`src/rtl/sp_dram_pkg.sv`:
```
// Shared constants, FSM encoding and byte-lane helpers for the sp_dram word port.
package sp_dram_pkg;

    localparam int LINE_BITS      = 128;
    localparam int LINE_ADDR_BITS = 25;
    localparam int MASK_BITS      = 16;

    typedef enum logic [2:0] {
        ST_IDLE     = 3'd0,
        ST_RD_REQ   = 3'd1,
        ST_RD_WAIT0 = 3'd2,
        ST_RD_WAIT  = 3'd3,
        ST_WR_REQ   = 3'd4
    } state_t;

    // Byte enables covering word `sel` of a line built from `bytes`-wide words.
    function automatic logic [MASK_BITS-1:0] word_mask(input int sel, input int bytes);
        logic [MASK_BITS-1:0] m;
        m = '0;
        for (int b = 0; b < MASK_BITS; b++) begin
            m[b] = (b >= sel * bytes) && (b < (sel + 1) * bytes);
        end
        return m;
    endfunction

    function automatic logic [LINE_BITS-1:0] merge_bytes(
        input logic [LINE_BITS-1:0] old_line,
        input logic [LINE_BITS-1:0] new_line,
        input logic [MASK_BITS-1:0] mask
    );
        logic [LINE_BITS-1:0] r;
        r = old_line;
        for (int b = 0; b < MASK_BITS; b++) begin
            if (mask[b]) begin
                r[b*8 +: 8] = new_line[b*8 +: 8];
            end
        end
        return r;
    endfunction

endpackage

```
`src/rtl/sp_dram_line_buf.sv`:
```
// One-line read buffer: data, tag and valid, with hit compare and write-through byte merge.
module sp_dram_line_buf
    import sp_dram_pkg::*;
(
    input  logic                      clk,
    input  logic                      rst,
    input  logic [LINE_ADDR_BITS-1:0] lookup_addr,
    output logic                      hit,
    output logic [LINE_BITS-1:0]      data,
    input  logic                      fill_en,
    input  logic [LINE_ADDR_BITS-1:0] fill_tag,
    input  logic [LINE_BITS-1:0]      fill_data,
    input  logic                      merge_en,
    input  logic [LINE_BITS-1:0]      merge_data,
    input  logic [MASK_BITS-1:0]      merge_mask
);

    logic [LINE_BITS-1:0]      data_q;
    logic [LINE_ADDR_BITS-1:0] tag_q;
    logic                      valid_q;

    assign hit  = valid_q && (tag_q == lookup_addr);
    assign data = data_q;

    // NOTE: sequential state is always assigned with <= so every flop samples pre-edge values.
    always_ff @(posedge clk) begin
        if (rst) begin
            valid_q <= 1'b0;
        end else if (fill_en) begin
            valid_q <= 1'b1;
        end
    end

    // NOTE: data and tag are deliberately left out of reset; valid_q gates every use of them.
    always_ff @(posedge clk) begin
        if (fill_en) begin
            data_q <= fill_data;
            tag_q  <= fill_tag;
        end else if (merge_en && hit) begin
            data_q <= merge_bytes(data_q, merge_data, merge_mask);
        end
    end

endmodule

```
`src/rtl/sp_dram_word_port.sv`:
```
// Word-width request port in front of the sp_dram line controller, with a one-line
// read buffer and write-through (no allocate) on writes.
module sp_dram_word_port
    import sp_dram_pkg::*;
#(
    parameter  int WIDTH      = 32,
    localparam int WORDS      = LINE_BITS / WIDTH,
    localparam int SEL_BITS   = $clog2(WORDS),
    localparam int ADDR_WIDTH = LINE_ADDR_BITS + SEL_BITS
) (
    input  logic                      clk,
    input  logic                      rst,
    input  logic [ADDR_WIDTH-1:0]     addr_in,
    input  logic [WIDTH-1:0]          din_in,
    input  logic                      we_in,
    input  logic                      re_in,
    output logic                      ready_out,
    output logic [WIDTH-1:0]          dout_out,
    output logic                      rvalid_out,
    output logic [LINE_ADDR_BITS-1:0] mem_addr,
    output logic [LINE_BITS-1:0]      mem_din,
    output logic [MASK_BITS-1:0]      mem_mask,
    output logic                      mem_we,
    output logic                      mem_re,
    input  logic [LINE_BITS-1:0]      mem_dout,
    input  logic                      mem_ready
);

    localparam int BYTES = WIDTH / 8;
    localparam int SEL_W = (SEL_BITS > 0) ? SEL_BITS : 1;

    state_t                    state;
    state_t                    state_next;
    logic [LINE_ADDR_BITS-1:0] line_in;
    logic [SEL_W-1:0]          sel_in;
    logic [SEL_W-1:0]          sel_q;
    logic [LINE_ADDR_BITS-1:0] lookup_addr;
    logic                      buf_hit;
    logic [LINE_BITS-1:0]      buf_data;
    logic                      accept_wr;
    logic                      accept_rd_hit;
    logic                      accept_rd_miss;
    logic                      fill;

    assign line_in = addr_in[ADDR_WIDTH-1 -: LINE_ADDR_BITS];

    // A full-line client has no word select; tie it to word 0.
    generate
        if (SEL_BITS > 0) begin : g_sel
            assign sel_in = addr_in[SEL_W-1:0];
        end else begin : g_nosel
            assign sel_in = '0;
        end
    endgenerate

    assign ready_out = (state == ST_IDLE);

    // New requests look up the incoming line; a pending write looks up its own line.
    assign lookup_addr = (state == ST_IDLE) ? line_in : mem_addr;

    sp_dram_line_buf u_line_buf (
        .clk         (clk),
        .rst         (rst),
        .lookup_addr (lookup_addr),
        .hit         (buf_hit),
        .data        (buf_data),
        .fill_en     (fill),
        .fill_tag    (mem_addr),
        .fill_data   (mem_dout),
        .merge_en    (mem_we),
        .merge_data  (mem_din),
        .merge_mask  (mem_mask)
    );

    always_ff @(posedge clk) begin
        if (rst) begin
            state <= ST_IDLE;
        end else begin
            state <= state_next;
        end
    end

    // NOTE: every combinational output gets a default first so no path infers a latch.
    always_comb begin
        state_next     = state;
        mem_re         = 1'b0;
        mem_we         = 1'b0;
        accept_wr      = 1'b0;
        accept_rd_hit  = 1'b0;
        accept_rd_miss = 1'b0;
        fill           = 1'b0;
        case (state)
            ST_IDLE: begin
                if (we_in) begin
                    accept_wr  = 1'b1;
                    state_next = ST_WR_REQ;
                end else if (re_in) begin
                    if (buf_hit) begin
                        accept_rd_hit = 1'b1;
                    end else begin
                        accept_rd_miss = 1'b1;
                        state_next     = ST_RD_REQ;
                    end
                end
            end
            ST_RD_REQ: begin
                mem_re = mem_ready;
                if (mem_ready) begin
                    state_next = ST_RD_WAIT0;
                end
            end
            // sp_dram lowers ready one cycle after the read strobe; skip that cycle.
            ST_RD_WAIT0: begin
                state_next = ST_RD_WAIT;
            end
            ST_RD_WAIT: begin
                if (mem_ready) begin
                    fill       = 1'b1;
                    state_next = ST_IDLE;
                end
            end
            ST_WR_REQ: begin
                mem_we = mem_ready;
                if (mem_ready) begin
                    state_next = ST_IDLE;
                end
            end
            default: begin
                state_next = ST_IDLE;
            end
        endcase
    end

    always_ff @(posedge clk) begin
        if (rst) begin
            mem_addr   <= '0;
            mem_din    <= '0;
            mem_mask   <= '0;
            sel_q      <= '0;
            dout_out   <= '0;
            rvalid_out <= 1'b0;
        end else begin
            rvalid_out <= accept_rd_hit || fill;

            if (accept_wr) begin
                mem_addr <= line_in;
                mem_din  <= {WORDS{din_in}};
                mem_mask <= word_mask(int'(sel_in), BYTES);
            end else if (accept_rd_miss) begin
                mem_addr <= line_in;
                sel_q    <= sel_in;
            end

            if (accept_rd_hit) begin
                dout_out <= buf_data[int'(sel_in)*WIDTH +: WIDTH];
            end else if (fill) begin
                dout_out <= mem_dout[int'(sel_q)*WIDTH +: WIDTH];
            end
        end
    end

endmodule
```
`config.mk`:
```
export PLATFORM = sky130hd
export DESIGN_NAME = sp_dram_word_port
export DESIGN_NICKNAME = d
export VERILOG_FILES = /design/src/rtl/sp_dram_pkg.sv /design/src/rtl/sp_dram_line_buf.sv /design/src/rtl/sp_dram_word_port.sv
export SDC_FILE = /design/constraint.sdc
export NUM_CORES = 1
export LEC_CHECK = 0
export CAP_MARGIN = 20
export CORE_ASPECT_RATIO = 1.5
export CORE_MARGIN = 2
export CORE_UTILIZATION = 35
export CTS_CLUSTER_SIZE = 14
export DETAILED_ROUTE_END_ITERATION = 8
export HOLD_SLACK_MARGIN = 0.15
export PLACE_DENSITY = 0.71
export RECOVER_POWER = 25
export SLEW_MARGIN = 20
export SYNTH_ARGS = -nofsm -noshare
export SYNTH_HDL_FRONTEND = slang
export SYNTH_SLANG_ARGS = --single-unit
```
`constraint.sdc`:
```
create_clock -name clk -period 4.5 [get_ports clk]
set_input_delay 0.45 -clock clk [delete_from_list [all_inputs] [get_ports clk]]
set_output_delay 0.45 -clock clk [all_outputs]
set_load 0.02 [all_outputs]
```
==> flow_metrics.py <==
metrics = {
    "floorplan": {
        "num_rows": 87,
        "die_x_um": 163.0,
        "die_area_um2": 39510,
        "initial_utilization": 0.3543,
        "coreArea_um2": 37450,
        "die_h_um": 242.5,
        "io_pins": 397,
    },
    "yosys": {
        "synth-main-ff-cell": "edfxtp_1",
        "synth_edf_count": 153,
        "synth_area_leaders": "edfxtp_1 (35%), dfxtp_1 (15%), nand2_1 (11%)",
        "netlist_instances": 1282,
        "synth_common_cells": "nand2_1 (394), edfxtp_1 (153), buf_4 (110), dfxtp_1 (100), a21oi_1 (69)",
        "yosysMostFrequentCell": "nand2_1",
        "synth_top_area_share": 0.3463,
        "yosysWarningCount": 0,
        "ys_ff_latch": 253,
        "seq_area_frac_synth": 0.4972,
        "yosysTopAreaCell": "edfxtp_1",
        "postSynth.asyncResetShare": 0,
        "netlist_area_um2": 13270,
        "syn_avg_cell_area_um2": 10.35,
        "synth_cell_type_count": 53,
        "syn_nets": 1474,
    },
    "setup_path": {
        "path_class": "flip-flop to flip-flop",
        "crit_slowest_cell": "or4b_1",
        "critical-path-max-stage-delay_ns": 0.64,
        "arrival_ns": 4.19,
        "critPathCaptureType": "flip-flop",
        "crit_family": "simple AND/OR/NAND/NOR gates",
        "rrSetupSlack_ns": 0.54,
        "critPathLaunchType": "flip-flop",
        "cp.required_ns": 4.73,
        "critPathBufInv": 2,
        "cp_max_fo": 22,
        "crit_chain": "clkbuf_1 -> or4b_1 -> and2_1 -> a2111oi_2 -> o211ai_1 -> or4_2 -> nor4_4 -> a21o_2 -> buf_12",
    },
    "route": {
        "vias": 10390,
        "drt_pass1_iterations": 6,
        "drt-initial-drc-count": 798,
        "viasPerCell": 5.094,
        "drt_wl_total_um": 40580,
        "ant_nets": 0,
        "wl_per_cell_um": 19.89,
        "drc": 0,
    },
    "sta": {
        "finalHoldViolCount": 0,
        "tightestPinTransition_ns": 1.709,
        "tns_ns": 0,
        "max_freq_mhz": 252.7,
        "slew_viol_final": 67,
        "rsz0062_at_grt": "false",
        "fin_crit_ns": 3.957,
        "fin_crit_sh": 0.8794,
        "holdWs_ns": 0.4458,
        "slew_headroom": -0.1393,
        "setup_ws_ns": 0.5429,
        "finalSetupViolations": 0,
        "skew_ns": 0.02114,
    },
    "cells_and_area": {
        "area_delta_synth_final_pct": 34.28,
        "antenna_cells": 0,
        "post_route_cells_drive_above_1_share": 0.1025,
        "nets": 1723,
        "final_core_util": 0.4758,
    },
    "clock_tree": {
        "numCtsBuffers": 27,
        "htreeDepth": 1,
        "cts.path.max_buffers": 3,
        "clkLatencyLatePin_ns": 0.55,
        "ctsHoldBuffers": 0,
        "clk_pin_slew_ns": 0.07,
        "cts_setup_buffers": 0,
        "cts_resized": 0,
        "root_buffer": "clkbuf_16",
        "clkSinkCount": 253,
        "cts_tree": "built",
    },
    "power_and_ir_drop": {
        "swShare": 0.2646,
        "internal_power_mw": 4.428,
        "p_switching_mw": 1.593,
        "power_frac_comb": 0.177,
        "power.total_mw": 6.021,
        "p_seq_frac": 0.434,
        "p_leak_nw": 6.966,
        "p_clk_frac": 0.389,
        "ir_drop_v": 0.0002483,
        "power_density_nw_per_um2": 338.0,
    },
    "global_routing": {
        "overflow": 0,
        "grt_pass1_wl_um": 61430,
        "antenna_found_initial": 3,
        "grt_pass1_vias": 10940,
        "grt_max_degree": 108,
        "grt_use_total": 0.2011,
    },
    "placed_design": {
        "numPortBuffers": 396,
        "post-place-ws_ns": 0.4237,
        "dpl.hpwl_um": 27810,
        "gp_congestion": 0.8650,
    },
    "job": {
        "cap_violations": 2,
    },
    "outcome": {
        "failed_checks": "capacitance limit, slew limit",
        "status": "finished, violations left",
    },
    "min_path": {
        "hp-class": "primary input to flip-flop",
    },
}
-- registers in the layout, summed over array words and instances, names as in the netlist, 2 cells and up --
register,flops
u_line_buf.data,128
mem_addr,25
mem_din,32
u_line_buf.tag_q,25
state,3
sel_q,2
mem_mask,4
dout_out,32
-- logic make-up after synthesis --
group,count (synthesis),synth area share
AND/OR/NAND/NOR,486,0.1567
AO/OA/AOI/OAI,182,0.09676
multiplexers,98,0.1345
XOR/XNOR,16,0.01056
buffers and inverters,247,0.1043
flip-flops,253,0.4972
-- worst reg2reg max path, cell delays in order, from the launching register on --
cell and delay, ns:
dfxtp_1 0.30, clkbuf_1 0.37, or4b_1 0.64, and2_1 0.16, a2111oi_2 0.39, o211ai_1 0.17
or4_2 0.64, nor4_4 0.29, a21o_2 0.41, buf_12 0.26
-- per-stage QoR --
step           cell area (µm²)  std cells
4_1_cts                  17820       2040
5_1_grt                  17820       2040
3_3_place_gp             16890       1991
6_report                 17820       2040
3_5_place_dp             16890       1991
2_1_floorplan            13270       1282
-- area by class of cell --
| type | count | area (µm²) |
|---|---|---|
| clock buffers | 30 | 716.9 |
| clock inverters | 19 | 212.7 |
| fillers | 3462 | 19630 |
| inverters | 53 | 207.7 |
| multi-input cells | 782 | 5325 |
| flip-flops and latches | 253 | 6599 |
| well taps | 489 | 611.8 |
| repair buffers | 414 | 4143 |
-- layer usage --
metal	GRT usage	share of wire
met5	0	0.0011
met2	0.3733	0.53
met3	0.03664	0.065
met4	0.07887	0.034
met1	0.2239	0.37
-- power groups by stage --
stage | sequential, mW | clock, mW | combinational [mW]
2_1_floorplan | 2.69 | 0 | 0.580
3_3_place_gp | 2.66 | 0 | 1.08
3_5_place_dp | 2.67 | 0 | 1.09
4_1_cts | 2.62 | 2.39 | 1.10
5_1_grt | 2.63 | 2.47 | 1.14
6_report | 2.62 | 2.34 | 1.06
-- final timing paths --
| path | startpoint | depth (start not counted) | endpoint |
|---|---|---|---|
| worst min-delay path | din_in[22] | 3 | mem_din[118] |
| worst min register to register | dout_out[18] | 2 | dout_out[18] |
| worst max register to register | state[0] | 9 | u_line_buf.data[116] |
| worst max-delay path | state[0] | 9 | u_line_buf.data[116] |
-- cells in the final DEF (no fill, tap or decap), types with 6 or more instances in the layout --
cell type / synthesis / routed
a21oi_1: 69 / 68
a21oi_2: 6 / 6
buf_4: 110 / 12
clkbuf_16: 0 / 27
clkdlybuf4s50_1: 0 / 286
dfxtp_1: 100 / 98
dlygate4sd3_1: 0 / 107
edfxtp_1: 153 / 153
inv_1: 52 / 51
mux2i_1: 32 / 32
mux4_2: 64 / 64
nand2_1: 394 / 391
nand2b_1: 59 / 59
nor2b_1: 7 / 7
o211ai_1: 33 / 33
o31a_1: 35 / 35
xnor2_1: 10 / 10
xor2_1: 6 / 6
(Power assumes the default switching activity.)
